### src/rtl/stopwatch_pkg.sv
// Shared types and constants for the stopwatch adjust front end.
// Latency: n/a (types and pure functions only).
// Backpressure: n/a.
package stopwatch_pkg;

    typedef enum logic [2:0] {
        SEL_NONE = 3'd0,
        SEL_MINL = 3'd1,
        SEL_MINR = 3'd2,
        SEL_SECL = 3'd3,
        SEL_SECR = 3'd4
    } digit_sel_t;

    typedef enum logic [2:0] {
        ST_IDLE   = 3'd0,
        ST_SEL_ML = 3'd1,
        ST_SEL_MR = 3'd2,
        ST_SEL_SL = 3'd3,
        ST_SEL_SR = 3'd4
    } adj_state_t;

    localparam logic [3:0] LIMIT_MIN_L = 4'd9;
    localparam logic [3:0] LIMIT_MIN_R = 4'd9;
    localparam logic [3:0] LIMIT_SEC_L = 4'd5;
    localparam logic [3:0] LIMIT_SEC_R = 4'd9;

    // Highest legal value of the digit being edited in a given state.
    function automatic logic [3:0] digit_limit(input adj_state_t s);
        case (s)
            ST_SEL_ML: digit_limit = LIMIT_MIN_L;
            ST_SEL_MR: digit_limit = LIMIT_MIN_R;
            ST_SEL_SL: digit_limit = LIMIT_SEC_L;
            default:   digit_limit = LIMIT_SEC_R;
        endcase
    endfunction

    // Digit-select cycle ML -> MR -> SL -> SR -> ML.
    function automatic adj_state_t next_digit(input adj_state_t s);
        case (s)
            ST_SEL_ML: next_digit = ST_SEL_MR;
            ST_SEL_MR: next_digit = ST_SEL_SL;
            ST_SEL_SL: next_digit = ST_SEL_SR;
            default:   next_digit = ST_SEL_ML;
        endcase
    endfunction

    // Encoding of adj_sel for each state; SEL_NONE when idle.
    function automatic digit_sel_t sel_of(input adj_state_t s);
        case (s)
            ST_SEL_ML: sel_of = SEL_MINL;
            ST_SEL_MR: sel_of = SEL_MINR;
            ST_SEL_SL: sel_of = SEL_SECL;
            ST_SEL_SR: sel_of = SEL_SECR;
            default:   sel_of = SEL_NONE;
        endcase
    endfunction

    // Wrap-limited increment; out-of-range values also fold back to 0.
    function automatic logic [3:0] wrap_inc(input logic [3:0] v, input logic [3:0] lim);
        wrap_inc = (v >= lim) ? 4'd0 : v + 4'd1;
    endfunction

endpackage

### src/rtl/btn_debounce.sv
// Button conditioner: 2-flop synchroniser, DEB_COUNT-sample level filter, rising-edge pulse.
// Latency: 2 clk sync plus DEB_COUNT sample_en ticks; rise is a registered 1-clk pulse.
// Backpressure: none; the filter only advances on sample_en.
module btn_debounce #(
    parameter int unsigned DEB_COUNT = 4
) (
    input  logic clk,
    input  logic rst_n,
    input  logic sample_en,
    input  logic btn,
    output logic level,
    output logic rise
);

    localparam int unsigned CW = $clog2(DEB_COUNT + 1);

    logic [1:0]    sync;
    logic [CW-1:0] cnt;

    // Bring the asynchronous button into the clk domain.
    always_ff @(posedge clk or negedge rst_n) begin
        if (!rst_n) sync <= 2'b00;
        else        sync <= {sync[0], btn};
    end

    // Accept a new level only after DEB_COUNT consecutive differing samples; any agreeing sample restarts the count.
    always_ff @(posedge clk or negedge rst_n) begin
        if (!rst_n) begin
            cnt   <= '0;
            level <= 1'b0;
            rise  <= 1'b0;
        end else begin
            rise <= 1'b0;
            if (sample_en) begin
                if (sync[1] == level) begin
                    cnt <= '0;
                end else if (cnt == CW'(DEB_COUNT - 1)) begin
                    level <= sync[1];
                    rise  <= sync[1];
                    cnt   <= '0;
                end else begin
                    cnt <= cnt + 1'b1;
                end
            end
        end
    end

endmodule

### src/rtl/adjust_ctrl.sv
// Stopwatch adjust front end: debounced buttons drive a digit-select FSM emitting adj/adj_sel/adj_val/adj_we.
// Latency: write strobe and new adj_val appear 1 clk after a debounced inc pulse.
// Backpressure: none; the counter must accept every adj_we. Optional ADJ_AUTOREPEAT_EN adds held-inc repeats.
module adjust_ctrl
    import stopwatch_pkg::*;
#(
    parameter int unsigned DEB_COUNT   = 4,
    parameter int unsigned BLINK_DIV   = 250,
    parameter int unsigned REPEAT_HOLD = 500,
    parameter int unsigned REPEAT_RATE = 100
) (
    input  logic       clk,
    input  logic       rst_n,
    input  logic       sample_en,
    input  logic       adj_sw,
    input  logic       btn_sel,
    input  logic       btn_inc,
    input  logic [3:0] cur_min_l,
    input  logic [3:0] cur_min_r,
    input  logic [3:0] cur_sec_l,
    input  logic [3:0] cur_sec_r,
    output logic       adj,
    output logic [2:0] adj_sel,
    output logic [3:0] adj_val,
    output logic       adj_we,
    output logic       blink
);

    localparam int unsigned BW = $clog2(BLINK_DIV + 1);

    adj_state_t    state;
    adj_state_t    nxt_digit;
    logic [3:0]    load_val;
    logic [BW-1:0] blink_cnt;
    logic          sel_lvl, sel_pulse;
    logic          inc_lvl, inc_pulse;
    logic          inc_evt;

    btn_debounce #(.DEB_COUNT(DEB_COUNT)) u_deb_sel (
        .clk(clk), .rst_n(rst_n), .sample_en(sample_en), .btn(btn_sel),
        .level(sel_lvl), .rise(sel_pulse)
    );

    btn_debounce #(.DEB_COUNT(DEB_COUNT)) u_deb_inc (
        .clk(clk), .rst_n(rst_n), .sample_en(sample_en), .btn(btn_inc),
        .level(inc_lvl), .rise(inc_pulse)
    );

`ifdef ADJ_AUTOREPEAT_EN
    logic [15:0] rep_cnt;
    logic        rep_pulse;
    logic        unused_lvl;

    assign unused_lvl = sel_lvl;

    // Count sample ticks while inc is held; first repeat at REPEAT_HOLD, then every REPEAT_RATE.
    always_ff @(posedge clk or negedge rst_n) begin
        if (!rst_n) begin
            rep_cnt   <= '0;
            rep_pulse <= 1'b0;
        end else begin
            rep_pulse <= 1'b0;
            if (!inc_lvl || !adj) begin
                rep_cnt <= '0;
            end else if (sample_en) begin
                if (rep_cnt == 16'(REPEAT_HOLD - 1)) begin
                    rep_pulse <= 1'b1;
                    rep_cnt   <= 16'(REPEAT_HOLD - REPEAT_RATE);
                end else begin
                    rep_cnt <= rep_cnt + 16'd1;
                end
            end
        end
    end

    assign inc_evt = inc_pulse | rep_pulse;
`else
    logic unused_cfg;

    assign unused_cfg = ^{sel_lvl, inc_lvl, REPEAT_HOLD[0], REPEAT_RATE[0]};
    assign inc_evt    = inc_pulse;
`endif

    assign nxt_digit = (state == ST_IDLE) ? ST_SEL_ML : next_digit(state);

    // Current counter value of the digit about to be selected.
    always_comb begin
        load_val = cur_min_l;
        case (nxt_digit)
            ST_SEL_MR: load_val = cur_min_r;
            ST_SEL_SL: load_val = cur_sec_l;
            ST_SEL_SR: load_val = cur_sec_r;
            default:   load_val = cur_min_l;
        endcase
    end

    // Digit-select FSM with registered outputs; adj_sw low overrides everything, inc beats sel.
    always_ff @(posedge clk or negedge rst_n) begin
        if (!rst_n) begin
            state     <= ST_IDLE;
            adj       <= 1'b0;
            adj_sel   <= SEL_NONE;
            adj_val   <= 4'd0;
            adj_we    <= 1'b0;
            blink     <= 1'b0;
            blink_cnt <= '0;
        end else begin
            adj_we <= 1'b0;
            if (!adj_sw) begin
                state     <= ST_IDLE;
                adj       <= 1'b0;
                adj_sel   <= SEL_NONE;
                adj_val   <= 4'd0;
                blink     <= 1'b0;
                blink_cnt <= '0;
            end else if (state == ST_IDLE || (sel_pulse && !inc_evt)) begin
                state     <= nxt_digit;
                adj       <= 1'b1;
                adj_sel   <= sel_of(nxt_digit);
                adj_val   <= load_val;
                blink     <= 1'b1;
                blink_cnt <= '0;
            end else if (inc_evt) begin
                adj_val   <= wrap_inc(adj_val, digit_limit(state));
                adj_we    <= 1'b1;
                blink     <= 1'b1;
                blink_cnt <= '0;
            end else if (sample_en) begin
                if (blink_cnt == BW'(BLINK_DIV - 1)) begin
                    blink     <= ~blink;
                    blink_cnt <= '0;
                end else begin
                    blink_cnt <= blink_cnt + 1'b1;
                end
            end
        end
    end

endmodule

### config.mk
export PLATFORM = sky130hd
export DESIGN_NAME = adjust_ctrl
export DESIGN_NICKNAME = d
export VERILOG_FILES = /design/src/rtl/stopwatch_pkg.sv /design/src/rtl/btn_debounce.sv /design/src/rtl/adjust_ctrl.sv
export SDC_FILE = /design/constraint.sdc
export NUM_CORES = 1
export LEC_CHECK = 0
export CAP_MARGIN = 20
export CELL_PAD_IN_SITES_DETAIL_PLACEMENT = 2
export CELL_PAD_IN_SITES_GLOBAL_PLACEMENT = 2
export CORE_MARGIN = 8
export CORE_UTILIZATION = 33
export CTS_CLUSTER_DIAMETER = 200
export DETAILED_ROUTE_END_ITERATION = 12
export PLACE_DENSITY = 0.76
export SETUP_SLACK_MARGIN = 0.2
export SYNTH_ARGS = -nofsm -noshare
export SYNTH_HDL_FRONTEND = slang
export SYNTH_SLANG_ARGS = --single-unit
### constraint.sdc
create_clock -name clk -period 2.07 [get_ports clk]
set_input_delay 0.3105 -clock clk [delete_from_list [all_inputs] [get_ports clk]]
set_output_delay 0.3105 -clock clk [all_outputs]
set_load 0.03 [all_outputs]
==> metrics.txt <==
unrepaired setup endpoints after global routing false; fin cells 299; post-synthesis cell area 1840 µm²; Design Area, Final 2450 µm²; Skew-Pair Late Insertion Delay 0.29 ns; hold_buf cts 0; first-pass GRT wire length between 9000 and 10000 µm; yosys warns 0; initial antenna violation count 0; Final Skew 0.00729 ns; Power per Cell Area 852 nW/µm²; simple-gate share of the synthesized area ~18%; critical path peak fanout 2; flops & latches, synth 35; drt via density a little over 5; Leakage about 1.1 nW; gpl congestion about 0.78; Pwr Total approximately 2.1 mW; CTS root buffer clkbuf_8; adder-cell share of the synthesized area 6.11%; largest family of logic cells by synthesized area simple AND/OR/NAND/NOR gates; commonest non-fill, non-tap cell in the layout dfrtp_1; setup tns final 0 ns; final hold vios 0; Die Span Y approximately 90 µm; Post-DP Area 2310 µm²; vias in the first global route 1784; Hold Path Class reg -> reg; Yosys cell types 41; compound-gate portion of the synthesized area 16.7%; worst hold margin 0.353 ns; Routed WL 5460 µm; pre-CTS setup slack 0.0988 ns; Mapped Cells 181; drt first pass iters 4; Detailed Place HPWL 4170 µm; Worst Tran Pin Value 0.459 ns; Max Freq about 560 MHz; mux share of post-synthesis cell area 4.00%; area leader, netlist dfrtp_1; Syn Area/Cell ~10 µm²; clock-pin slew on the worst setup and hold paths around 0.080 ns; GRT Util Overall 13.8%; Slew Viols, Final 0; Core Footprint roughly 5400 µm²; Post-synth ARST share 100%; final core occ 45.0%; Area Growth Syn to Fin 32.6%; Critical Path RT 2.31 ns; global route overflow 0; fillers 582; post-synthesis sequential area ratio 47.5%; largest net degree at the start of global routing 36; die area approximately 8200 µm²; Post-synth EDFFs 0; Slew HR 69.4%; period utilization 86.1%; crit path time final roughly 1.8 ns; Post-Syn Nets 212; Clock Sinks 35; setup slack after layout 0.287 ns; Setup Crit Path Kind reg -> reg; H-tree Lvls 2; Port-buffer cells 31; share of cells above drive strength 1 15.0%; status finished clean; xor and xnor area share after synthesis 4.27%; site row count 27; number of top-level pins 32; DRC Markers 0; Layout Nets around 260; peak supply drop 0.357 mV; Setup violations, final 0; via count roughly 1500; Die Wd 90.8 µm; post-route ant nets 0; CTS tree done; initial core utilization 33.9%; Routed WL per cell around 18 µm; Startpoint Class register; most frequent cells in the layout dfrtp_1, clkdlybuf4s50_1, nand2_1; Worst setup EP type register; Synth Flop Type dfrtp_1; TritonCTS Buffers 5; Worst EP arrival 2.02 ns; Synth top area share 47.5%; Inserted Diodes 0; Cells after DPL 290; maxcap violations 0; initial DRC count 34; CTS max path bufs 2; Synth area leaders dfrtp_1, ha_1, xnor2_1
==> cells by family (layout without fill, tap and decap cells) <==
| logic type | Yosys count | after routing |
|---|---|---|
| AO/OA/AOI/OAI | 43 | 43 |
| XOR/XNOR | 9 | 9 |
| adder cells (fa/ha/maj) | 9 | 9 |
| buffers and inverters | 17 | 63 |
| flip-flops | 35 | 35 |
| multiplexers | 7 | 7 |
| AND/OR/NAND/NOR | 61 | 61 |
==> power breakdown <==
part	internal (mW)	switching (mW)
combinational	0.304	0.351
clock	0.303	0.263
sequential	0.774	0.0884
total	1.38	0.702
==> path summary, 6_finish.rpt <==
kind	startpoint	end	depth (start not counted)	slack, ns
min in group asynchronous	rst_n	blink_cnt[0]	2	0.43
max in group asynchronous	rst_n	state[2]	2	1.29
min reg2reg	u_deb_sel.sync[0]	u_deb_sel.sync[1]	0	0.35
max reg2reg	state[2]	adj_val[2]	7	0.29
min	u_deb_sel.sync[0]	u_deb_sel.sync[1]	0	0.35
max	state[2]	adj_val[2]	7	0.29
==> worst max-delay path, stage by stage (launching register included) <==
cell	delay (ns)
dfrtp_2	0.42
nor2b_2	0.15
nand2_2	0.10
ha_1	0.31
a21oi_2	0.18
nor2_1	0.06
o31ai_1	0.30
a32o_1	0.21
==> state kept, by name, summed over array words and instances, names as in the netlist <==
name / cells
adj: 1
u_deb_sel.level: 1
u_deb_sel.rise: 1
u_deb_inc.sync: 2
state: 3
adj_sel: 3
blink_cnt: 8
u_deb_inc.level: 1
adj_val: 4
u_deb_sel.cnt: 3
adj_we: 1
blink: 1
u_deb_inc.cnt: 3
u_deb_inc.rise: 1
u_deb_sel.sync: 2
==> routing by layer <==
layer / part of all wire (%) / wire length (µm) / vias up / global-route usage (%)
met3: 5.5 / 302 / 7 / 3.24
li1: - / - / 730 / -
met5: 0 / 0 / - / 0
met4: 1.3 / 73 / 0 / 4.99
met2: 53 / 2870 / 32 / 25.3
met1: 41 / 2210 / 762 / 14.9
==> what timing repair did <==
| item | in CTS | in global routing |
|---|---|---|
| endpoints found under the setup margin | 4 | 9 |
| cloned | 0 | 0 |
| pin swaps | 1 | 0 |
| setup buffers | 1 | 0 |
| resized for setup | 5 | 5 |
==> layout make-up <==
cell class,count,area (µm²),area share [%]
Inverter,11,41.3,1.69
Multi-Input combinational cell,129,923,37.7
Timing Repair Buffer,44,410,16.8
Clock buffer,7,96.3,3.94
Sequential cell,35,877,35.9
Clock inverter,1,7.51,0.307
Tap cell,72,90.1,3.68
==> cell usage after synthesis (2+ instances only) <==
master,n
a21boi_0,2
a21o_1,3
a21oi_1,9
a2bb2oi_1,2
a32o_1,4
buf_2,3
clkbuf_1,3
dfrtp_1,35
ha_1,9
inv_1,11
mux2_2,3
mux2i_1,4
nand2_1,16
nand2b_1,2
nand3_1,5
nand4_1,2
nand4b_1,2
nor2_1,14
nor2b_1,4
nor3_1,2
nor3b_1,3
nor4b_1,2
o211a_1,2
o211ai_1,2
o21ai_0,8
o221ai_1,2
o2bb2ai_1,3
or3_1,4
xnor2_1,7
xor2_1,2
Note: power is estimated with default switching activity, not from simulation.
